==> config.mk <==
export PLATFORM = sky130hd
export DESIGN_NAME = count_ctrl_flat
export DESIGN_NICKNAME = d
export VERILOG_FILES = /design/src/rtl/count_ctrl_pkg.sv /design/src/rtl/count_ctrl_if.sv /design/src/rtl/count_ctrl_btn_debounce.sv /design/src/rtl/count_ctrl.sv /design/src/flat_wrapper.sv
export SDC_FILE = /design/constraint.sdc
export NUM_CORES = 1
export LEC_CHECK = 0
export ABC_AREA = 0
export CORE_MARGIN = 5
export CORE_UTILIZATION = 55
export CTS_CLUSTER_SIZE = 20
export DETAILED_ROUTE_END_ITERATION = 8
export GPL_ROUTABILITY_DRIVEN = 0
export PLACE_DENSITY = 0.78
export SYNTH_ARGS = -nofsm -noshare
export SYNTH_HDL_FRONTEND = slang
export SYNTH_SLANG_ARGS = --single-unit
export TNS_END_PERCENT = 5
==> constraint.sdc <==
create_clock -name clk -period 1.92 [get_ports clk]
set_input_delay 0.384 -clock clk [delete_from_list [all_inputs] [get_ports clk]]
set_output_delay 0.384 -clock clk [all_outputs]
set_load 0.02 [all_outputs]
==> src/rtl/count_ctrl_pkg.sv <==
// Shared definitions for the run-control front end of the 0-9999 BCD counter.
// Holds state encodings, default timing parameters and the short simulation values.
package count_ctrl_pkg;

    typedef enum logic [1:0] {
        ST_IDLE  = 2'b00,
        ST_RUN   = 2'b01,
        ST_PAUSE = 2'b10
    } state_e;

    localparam int unsigned DEBOUNCE_CYCLES_DEF = 32'd80000;    // 20 ms @ 4 MHz
    localparam int unsigned TICK_DIV_DEF        = 32'd4000000;  // 1 Hz  @ 4 MHz

    localparam int unsigned SIM_DEBOUNCE_CYCLES = 32'd4;
    localparam int unsigned SIM_TICK_DIV        = 32'd10;

    // Bits needed to hold counts 0..n-1, never less than one.
    function automatic int unsigned cnt_width(input int unsigned n);
        return (n < 32'd2) ? 32'd1 : 32'($clog2(n));
    endfunction

endpackage

==> src/rtl/count_ctrl_if.sv <==
// Panel-button inputs and count strobes exchanged between count_ctrl and the digit counter.
interface count_ctrl_if;
    import count_ctrl_pkg::*;

    logic   btn_start;
    logic   btn_clear;
    logic   cnt_inc;
    logic   cnt_clr;
    logic   running;
    state_e state;

    modport master (
        input  btn_start,
        input  btn_clear,
        output cnt_inc,
        output cnt_clr,
        output running,
        output state
    );

    modport slave (
        output btn_start,
        output btn_clear,
        input  cnt_inc,
        input  cnt_clr,
        input  running,
        input  state
    );

endinterface

==> src/rtl/count_ctrl_btn_debounce.sv <==
// One pushbutton: 2-flop synchronizer, stability-count debouncer and registered press pulse.
module count_ctrl_btn_debounce
    import count_ctrl_pkg::*;
#(
    parameter int unsigned DEBOUNCE_CYCLES = DEBOUNCE_CYCLES_DEF
) (
    input  logic clk,
    input  logic rst,
    input  logic btn,
    output logic press
);

    localparam int unsigned           CNT_W    = cnt_width(DEBOUNCE_CYCLES);
    localparam logic [CNT_W-1:0]      CNT_LAST = CNT_W'(DEBOUNCE_CYCLES - 32'd1);

    logic             sync1;
    logic             sync2;
    logic             level;
    logic             level_q;
    logic [CNT_W-1:0] stab_cnt;

    // Synchronizer and rising-edge pulse on the accepted level.
    always_ff @(posedge clk or negedge rst) begin
        if (!rst) begin
            sync1   <= 1'b0;
            sync2   <= 1'b0;
            level_q <= 1'b0;
            press   <= 1'b0;
        end else begin
            sync1   <= btn;
            sync2   <= sync1;
            level_q <= level;
            press   <= level & ~level_q;
        end
    end

    // Level is accepted only after DEBOUNCE_CYCLES consecutive disagreeing samples.
    always_ff @(posedge clk or negedge rst) begin
        if (!rst) begin
            level    <= 1'b0;
            stab_cnt <= '0;
        end else if (sync2 == level) begin
            stab_cnt <= '0;
        end else if (stab_cnt == CNT_LAST) begin
            level    <= sync2;
            stab_cnt <= '0;
        end else begin
            stab_cnt <= stab_cnt + CNT_W'(1);
        end
    end

endmodule

==> src/rtl/count_ctrl.sv <==
// Run-control front end: debounced start/stop and clear buttons drive an IDLE/RUN/PAUSE
// machine that emits single-cycle increment and clear strobes for the BCD digit counter.
module count_ctrl
    import count_ctrl_pkg::*;
#(
    parameter int unsigned DEBOUNCE_CYCLES = DEBOUNCE_CYCLES_DEF,
    parameter int unsigned TICK_DIV        = TICK_DIV_DEF
) (
    input  logic         clk,
    input  logic         rst,
    count_ctrl_if.master bus
);

    localparam int unsigned      PRE_W    = cnt_width(TICK_DIV);
    localparam logic [PRE_W-1:0] PRE_LAST = PRE_W'(TICK_DIV - 32'd1);

    logic             start_press;
    logic             clear_press;
    state_e           state_q;
    state_e           state_d;
    logic [PRE_W-1:0] presc_q;
    logic [PRE_W-1:0] presc_d;
    logic             inc_d;
    logic             clr_d;
    logic             cnt_inc_q;
    logic             cnt_clr_q;
    logic             running_q;

    count_ctrl_btn_debounce #(
        .DEBOUNCE_CYCLES(DEBOUNCE_CYCLES)
    ) u_db_start (
        .clk   (clk),
        .rst   (rst),
        .btn   (bus.btn_start),
        .press (start_press)
    );

    count_ctrl_btn_debounce #(
        .DEBOUNCE_CYCLES(DEBOUNCE_CYCLES)
    ) u_db_clear (
        .clk   (clk),
        .rst   (rst),
        .btn   (bus.btn_clear),
        .press (clear_press)
    );

    always_ff @(posedge clk or negedge rst) begin
        if (!rst) begin
            state_q <= ST_IDLE;
        end else begin
            state_q <= state_d;
        end
    end

    // Next state, prescaler and strobes; clear always overrides a simultaneous start.
    always_comb begin
        state_d = state_q;
        presc_d = presc_q;
        inc_d   = 1'b0;
        clr_d   = 1'b0;

        if (clear_press) begin
            state_d = ST_IDLE;
            clr_d   = 1'b1;
        end else if (start_press) begin
            case (state_q)
                ST_IDLE:  state_d = ST_RUN;
                ST_RUN:   state_d = ST_PAUSE;
                ST_PAUSE: state_d = ST_RUN;
                default:  state_d = ST_IDLE;
            endcase
        end

        // A wrap on the cycle RUN is left produces no strobe.
        case (state_q)
            ST_RUN: begin
                if (presc_q == PRE_LAST) begin
                    presc_d = '0;
                    inc_d   = (state_d == ST_RUN);
                end else begin
                    presc_d = presc_q + PRE_W'(1);
                end
            end
            ST_PAUSE: presc_d = presc_q;
            default:  presc_d = '0;
        endcase
    end

    always_ff @(posedge clk or negedge rst) begin
        if (!rst) begin
            presc_q   <= '0;
            cnt_inc_q <= 1'b0;
            cnt_clr_q <= 1'b0;
            running_q <= 1'b0;
        end else begin
            presc_q   <= presc_d;
            cnt_inc_q <= inc_d;
            cnt_clr_q <= clr_d;
            running_q <= (state_d == ST_RUN);
        end
    end

    assign bus.cnt_inc = cnt_inc_q;
    assign bus.cnt_clr = cnt_clr_q;
    assign bus.running = running_q;
    assign bus.state   = state_q;

endmodule

==> src/flat_wrapper.sv <==
// flat-port wrapper written by rule: the top's interface ports become plain ports
module count_ctrl_flat import count_ctrl_pkg::*;
#(
    parameter int unsigned DEBOUNCE_CYCLES = DEBOUNCE_CYCLES_DEF,
    parameter int unsigned TICK_DIV        = TICK_DIV_DEF
)
  (clk, rst, bus_btn_start, bus_btn_clear, bus_cnt_inc, bus_cnt_clr, bus_running, bus_state);
  count_ctrl_if bus_i ();
  input  logic clk;
  input  logic rst;
  input wire logic [$bits(bus_i.btn_start)-1:0] bus_btn_start;
  input wire logic [$bits(bus_i.btn_clear)-1:0] bus_btn_clear;
  output wire logic [$bits(bus_i.cnt_inc)-1:0] bus_cnt_inc;
  output wire logic [$bits(bus_i.cnt_clr)-1:0] bus_cnt_clr;
  output wire logic [$bits(bus_i.running)-1:0] bus_running;
  output wire logic [$bits(bus_i.state)-1:0] bus_state;
  assign bus_i.btn_start = bus_btn_start;
  assign bus_i.btn_clear = bus_btn_clear;
  assign bus_cnt_inc = bus_i.cnt_inc;
  assign bus_cnt_clr = bus_i.cnt_clr;
  assign bus_running = bus_i.running;
  assign bus_state = bus_i.state;
  count_ctrl #(.DEBOUNCE_CYCLES(DEBOUNCE_CYCLES), .TICK_DIV(TICK_DIV)) u_core (.clk(clk), .rst(rst), .bus(bus_i));
endmodule
# [Yosys cells after proc, flatten, opt, wreduce, memory -nomap -nowiden]
# Index checks and enable logic that the tools add are counted.
[totals] register_bits=71 out_inout_bits=5 word_cells=50
[classes] n_addsub=3 eq_ne=8 mux=12 bitwise_logic=6 n_reduce_logical=4
[op_table] cell="17-bit 2-to-1 mux" count=4
[op_table] cell="22-bit one-hot mux with 2 select lines" count=1
[op_table] cell="17-bit by 1-bit adder with 17-bit output, second input constant" count=2
[op_table] cell="17-bit equality test, second input constant" count=2
[op_table] cell="22-bit by 1-bit adder with 22-bit output, second input constant" count=1
[op_table] cell="22-bit equality test, second input constant" count=1
[op_table] cell="22-bit 2-to-1 mux" count=1
[op_table] cell="2-bit by 1-bit equality test with 1-bit output, second input constant" count=2
[op_table] cell="2-bit 2-to-1 mux" count=2
[op_table] cell="1-bit NOT" count=4
[op_table] cell="2-bit one-hot mux with 2 select lines" count=1
[op_table] cell="2-bit AND reduction" count=2
[op_table] cell="1-bit 2-to-1 mux" count=3
[op_table] cell="1-bit bitwise AND" count=2
[op_table] cell="1-bit equality test" count=2
[op_table] cell="2-bit equality test, second input constant" count=1
[op_table] cell="2-bit logical NOT" count=1
[op_table] cell="2-bit OR reduction" count=1

# [Depth between registers and ports, before layout]
[logic_depth] depth_word=8 mapped_depth=8 ltp_nobuf=6

# [Hierarchy]
# From an unflattened synthesis, not the netlist that was laid out.
[hier_totals] hier_cells=361 hier_area_um2=3580.9
[by_module_without_submodules] module="count_ctrl_btn_debounce" n_inst=2 cells_each=94 area_per_inst_um2=1022.2
[by_module_without_submodules] module="count_ctrl" n_inst=1 cells_each=173 area_per_inst_um2=1536.5

# [Least setup slack after synthesis]
# No wires, ideal clock.
[synth_path] kind="flip-flop to flip-flop" from="register u_core.u_db_start.stab_cnt[0]" to="register u_core.u_db_start.stab_cnt[14]" setup_time_ps=119 arrival_ps=1661 t_required_ps=1801 setup_slack_ps=140 path_stages_with_launch=9 path_buffers=2 period_less_slack_ps=1780 path_cell_list="dfrtp_1 -> ha_1 -> and4_4 -> nand3_4 -> nor4_2 -> or2_1 -> buf_6 -> buf_12 -> nor2_2"
[synth_between] elab_chain_len=3 word_cells_on_any_way=4 cone_classes="add/sub (1); eq/ne (1); mux (2)"
[synth_rtl] item="start, declared" line="count_ctrl_btn_debounce.sv:20" text="logic [CNT_W-1:0] stab_cnt;"
[synth_rtl] item="start signal, assigned" line="count_ctrl_btn_debounce.sv:48" text="stab_cnt <= stab_cnt + CNT_W'(1);"
[synth_rtl] item="17-bit by 1-bit adder with 17-bit output / 17-bit equality test (equally long branches)" line="count_ctrl_btn_debounce.sv:48, count_ctrl_btn_debounce.sv:44"
[synth_rtl] item="17-bit 2-to-1 mux (*)" line="count_ctrl_btn_debounce.sv:44" text="end else if (stab_cnt == CNT_LAST) begin"
[synth_rtl] item="17-bit 2-to-1 mux (*)" line="count_ctrl_btn_debounce.sv:42" text="end else if (sync2 == level) begin"
# Every way passes the cells marked *; elsewhere a longest branch is shown, timed or not.
# A chain may end at the register's enable or synchronous reset.

# [Final worst setup path]
[layout_path] from="register u_core.u_db_start.stab_cnt[10]" to="register u_core.u_db_start.level"
[layout_between] elab_chain_len=2
[layout_rtl] item="17-bit equality test" line="count_ctrl_btn_debounce.sv:44"
[layout_rtl] item="2-bit AND reduction (no source line)"
[layout_rtl] item="end signal, assigned" line="count_ctrl_btn_debounce.sv:45" text="level <= sync2;"
[layout_rtl] item="end, declared" line="count_ctrl_btn_debounce.sv:18" text="logic level;"
# No other way between the ends.

==> results.md <==
- The combinational family with the most area after synthesis is simple AND/OR/NAND/NOR gates.
- At the worst endpoint, the arrival time is 2090 ps.
- The total half-perimeter wirelength after legalization and detailed placement is 4430 um.
- The combined area of all synthesized cells is 0.00357 sq mm.
- The max-slew violation total from the final report is 0.
- In the synthesized netlist the dominant register cell turns out to be dfrtp_1.
- Setup total negative slack on the finished layout was measured at 0 ps.
- In the final layout, the multi-input gates occupy 0.00166 sq mm.
- The largest stage delay on the critical path is 550 ps.
- The via count of the first global-routing pass came to 2502.
- The chip width is 90.5 um.
- The number of filler instances in the final layout is 509.
- For this run the aggregate overflow at the end of global routing stands at 0.
- The number of warnings reported in the yosys synthesis log is 0.
- The final critical delay including setup and external delays is 1860 ps.
- The initial utilization of the core area, before any placement, comes to 0.565.
- The setup check on the worst reg-to-reg path leaves a slack of 60 ps.
- For this run, the register share of the synthesized area comes to 0.498.
- The number of antenna violations at the first check in global routing is 0.
- The post-synthesis share of cell area spent on full adders, half adders and majority gates is 0.0105.
- Measured against the total synthesized area, the mux share comes to 0.0291.
- Summed over all cells, the static leakage comes to 1.66 nW.
- The critical path ends at u_core.u_db_start.level.
- The total wire length is 6810 um.
- The area taken by flip-flops and latches is 0.00178 sq mm.
- In the global route stage, overall resource usage came out at 0.170.
- The class of the tightest hold or removal check is input port to asynchronous set/reset pin.
- The final route contains 2570 vias.
- The net count after synthesis is 357.
- The worst register-to-register path ends at u_core.u_db_start.level.
- The highest fanout seen on the critical path is 3.
- The share of async-settable or async-resettable flops after synthesis is 1.00.
- For the worst flop-to-flop path, the logic depth is 4.
- The ratio of total power to cell area is 759 mW/mm^2.
- The post-detailed-route DRC marker count is 0.
- The total number of clock tree sinks is 71.
- Across the run, the number of max-cap violations was 0.
- The slowest stage of the critical path is the or4_4 cell.
- The worst setup path is captured at a flop.
- In the finished design, the share of the clock period the worst path needs comes to 0.971.
- Setup repair after global routing left no endpoint under its margin.
- The clock buffer count from CTS is 9.
- The number of buffer cells added on primary ports is 8.
- The number of nets with antenna violations after routing is 0.
- Counting tap cells, the placed design contains a total of 432 instances.
- CTS built an H-tree with a depth of 3.
- The largest clock skew in the final design is 11.0 ps.
- TritonCTS built the clock tree.
- The final hold violation count is 0.
- Walking the worst path, the cells encountered are or4_4, nor4_4, buf_4, mux2_2.
- The largest vdd supply drop is 438 uV.
- After technology mapping, the gate count stands at 350.
- The via density per instance is 5.67.
- The mean instance size in the synthesized netlist is 10.2 sq um.
- The die is 90.5 um tall.
- The most common library cell in the layout ignoring fill and taps is dfrtp_1.
- In the final design database the tool counted 378 nets.
- The number of buffers inserted for hold repair after clock tree synthesis is 0.
- The fraction of the mapped netlist area in compound gates came to 0.0554.
- The worst relative slew slack is 0.654.
- The clock network latency to the later pin of the worst-skew pair is 340 ps.
- The beginning of the critical path is u_core.u_db_start.stab_cnt[10].
- Row generation in the floorplan step produced 29 rows.
- The actual transition at the worst max-transition pin is 519 ps.
- Setup violations remaining at the end of the flow were counted as 0.
- The maximum number of pins on one net before global-route repair is 72.
- The number of primary I/O pins is 9.
- Data on the critical path is required at its endpoint by 2140 ps.
- The critical path class is flop to flop.
- The die area is 0.00819 sq mm.
- The clock-pin slew of the registers on the worst-case setup and hold paths is 80 ps.
- Yosys mapped a number of flops with a built-in enable equal to 0.
- Of the total synthesized cell area, the portion taken by XOR and XNOR cells is 0.0835.
- The worst setup path is launched from a flop.
- The number of distinct standard cells referenced by the synthesized netlist is 50.
- Of the total synthesized cell area, the portion taken by AND, OR, NAND and NOR gates is 0.283.
- In this run the critical register-to-register path is launched from u_core.u_db_start.stab_cnt[10].
- The flow ran to the end, and the final reports show no timing, DRC or antenna violations.
- Relative to the synthesized area, the layout overhead comes to 13.0%.
- The number of antenna diodes in the final layout is 0.
- The count of routing violations after the opening detailed-route iteration is 136.
- Leaving out fill and tap cells, the most frequent cells in the layout are dfrtp_1 (70), nor2_1 (36), nand3_1 (32), nand2_1 (25), xor2_1 (18).
- After detailed routing, the average wire length per cell comes to 15.0 um.
- Based on the critical path, the design can be clocked at up to 537 MHz.
- For this run, the number of standard cells in the final layout without fillers is 453.
- The number of optimization iterations in the first detailed-route pass is 4.
- Of the cells placed in the final design, the portion with a size suffix greater than 1 is 0.165.
- The register bit total from synthesis is 71.
- The core region is 0.00631 sq mm.
- The first global-routing pass estimated 11500 um of wire.
- The buffer depth of the longest clock path is 2.
- The tree is rooted in a clkbuf_8.
-- critical path, delay by kind of cell (launching register included) --
kind | cells | cell delay, ps
flip-flops | 1 | 410
buffers and inverters | 1 | 150
AND/OR/NAND/NOR | 2 | 860
multiplexers | 1 | 320
-- power breakdown --
group / switching (W) / internal [W] / total, W
sequential: 0.0000133 / 0.00151 / 0.00152
combinational: 0.0000562 / 0.0000278 / 0.0000840
clock: 0.000587 / 0.000864 / 0.00145
total: 0.000657 / 0.00240 / 0.00306
-- metal layers --
metal | GRT usage | vias up | wire (um)
li1 | - | 1255 | -
met1 | 0.214 | 1257 | 3080
met2 | 0.283 | 48 | 3380
met3 | 0.0392 | 10 | 238
met4 | 0.0658 | 0 | 109
met5 | 0 | - | 0
-- synthesized netlist by cell type, types with 2 or more instances --
| cell type | number | area [sq um] |
|---|---|---|
| nor2_2 | 11 | 68.8 |
| buf_6 | 3 | 33.8 |
| a21oi_1 | 14 | 70.1 |
| clkbuf_1 | 4 | 15.0 |
| mux2_2 | 3 | 33.8 |
| nand2_1 | 25 | 93.8 |
| nand3b_1 | 2 | 15.0 |
| nor3_1 | 7 | 35.0 |
| or3_1 | 4 | 25.0 |
| nor2b_1 | 5 | 31.3 |
| nand3_1 | 32 | 160 |
| and3_1 | 5 | 31.3 |
| inv_1 | 11 | 41.3 |
| xor2_1 | 18 | 158 |
| xnor2_1 | 16 | 140 |
| ha_1 | 3 | 37.5 |
| and4_1 | 6 | 52.6 |
| or4_1 | 2 | 15.0 |
| buf_2 | 3 | 15.0 |
| dfrtp_1 | 71 | 1780 |
| a22o_1 | 2 | 17.5 |
| mux2i_1 | 7 | 70.1 |
| and4_4 | 2 | 22.5 |
| nor2_1 | 36 | 135 |
| nor4_1 | 3 | 18.8 |
| buf_4 | 2 | 15.0 |
| and2_1 | 4 | 25.0 |
| nand4_1 | 17 | 106 |
| nand3_4 | 2 | 35.0 |
| o21ai_0 | 10 | 50.1 |
-- metrics by stage --
step | setup WS, ps | instance area (sq um) | power, W | util | hold slack [ps]
after global routing | 0.922 | 4030 | 0.00318 | 0.638 | 81.5
final | 56.2 | 4030 | 0.00306 | 0.638 | 54.6
after global placement | 181 | 3730 | 0.00163 | 0.590 | 335
after floorplan | 140 | 3570 | 0.00159 | - | 88.4
after detailed placement | 48.8 | 3730 | 0.00164 | 0.590 | 342
after CTS | 3.08 | 3980 | 0.00309 | 0.630 | 54.2
-- logic make-up (layout without fill, tap and decap cells) --
| family | Yosys count | in the layout |
|---|---|---|
| AND/OR/NAND/NOR | 175 | 175 |
| XOR/XNOR | 34 | 34 |
| buffers and inverters | 25 | 51 |
| AO/OA/AOI/OAI | 32 | 32 |
| adder cells (fa/ha/maj) | 3 | 3 |
| multiplexers | 10 | 10 |
| flip-flops | 71 | 71 |
-- layout make-up --
type | instances | share of cell area
Timing Repair Buffer | 23 | 0.0506
Clock inverter | 7 | 0.0301
Sequential cell | 71 | 0.441
Multi-Input combinational cell | 254 | 0.412
Inverter | 12 | 0.0112
Clock buffer | 9 | 0.0307
Tap cell | 77 | 0.0239
-- what timing repair did --
action | in CTS | in global routing
setup endpoints to repair | 7 | 15
resized for setup | 1 | 4
pin swaps | 0 | 2
buffers inserted | 0 | 5
-- sequential cells by signal, indices dropped and copies added (netlist names) --
signal,flops
u_core.presc_q,22
u_core.u_db_clear.stab_cnt,17
u_core.u_db_start.stab_cnt,17
u_core.bus.state,2
u_core.bus.cnt_clr,1
u_core.bus.cnt_inc,1
u_core.bus.running,1
u_core.u_db_clear.level,1
u_core.u_db_clear.level_q,1
u_core.u_db_clear.press,1
u_core.u_db_clear.sync1,1
u_core.u_db_clear.sync2,1
u_core.u_db_start.level,1
u_core.u_db_start.level_q,1
u_core.u_db_start.press,1
u_core.u_db_start.sync1,1
u_core.u_db_start.sync2,1
-- how the worst min path moves through the flow --
stage / startpoint / to / slack (ps)
final: rst / u_core.bus.running / 50
after global routing: rst / u_core.presc_q[12] / 80
after CTS: rst / u_core.bus.cnt_clr / 50
after detailed placement: u_core.u_db_start.sync1 / u_core.u_db_start.sync2 / 340
after global placement: u_core.u_db_start.sync1 / u_core.u_db_start.sync2 / 340
after floorplan: rst / u_core.bus.cnt_clr / 90
(Power assumes the default switching activity.)
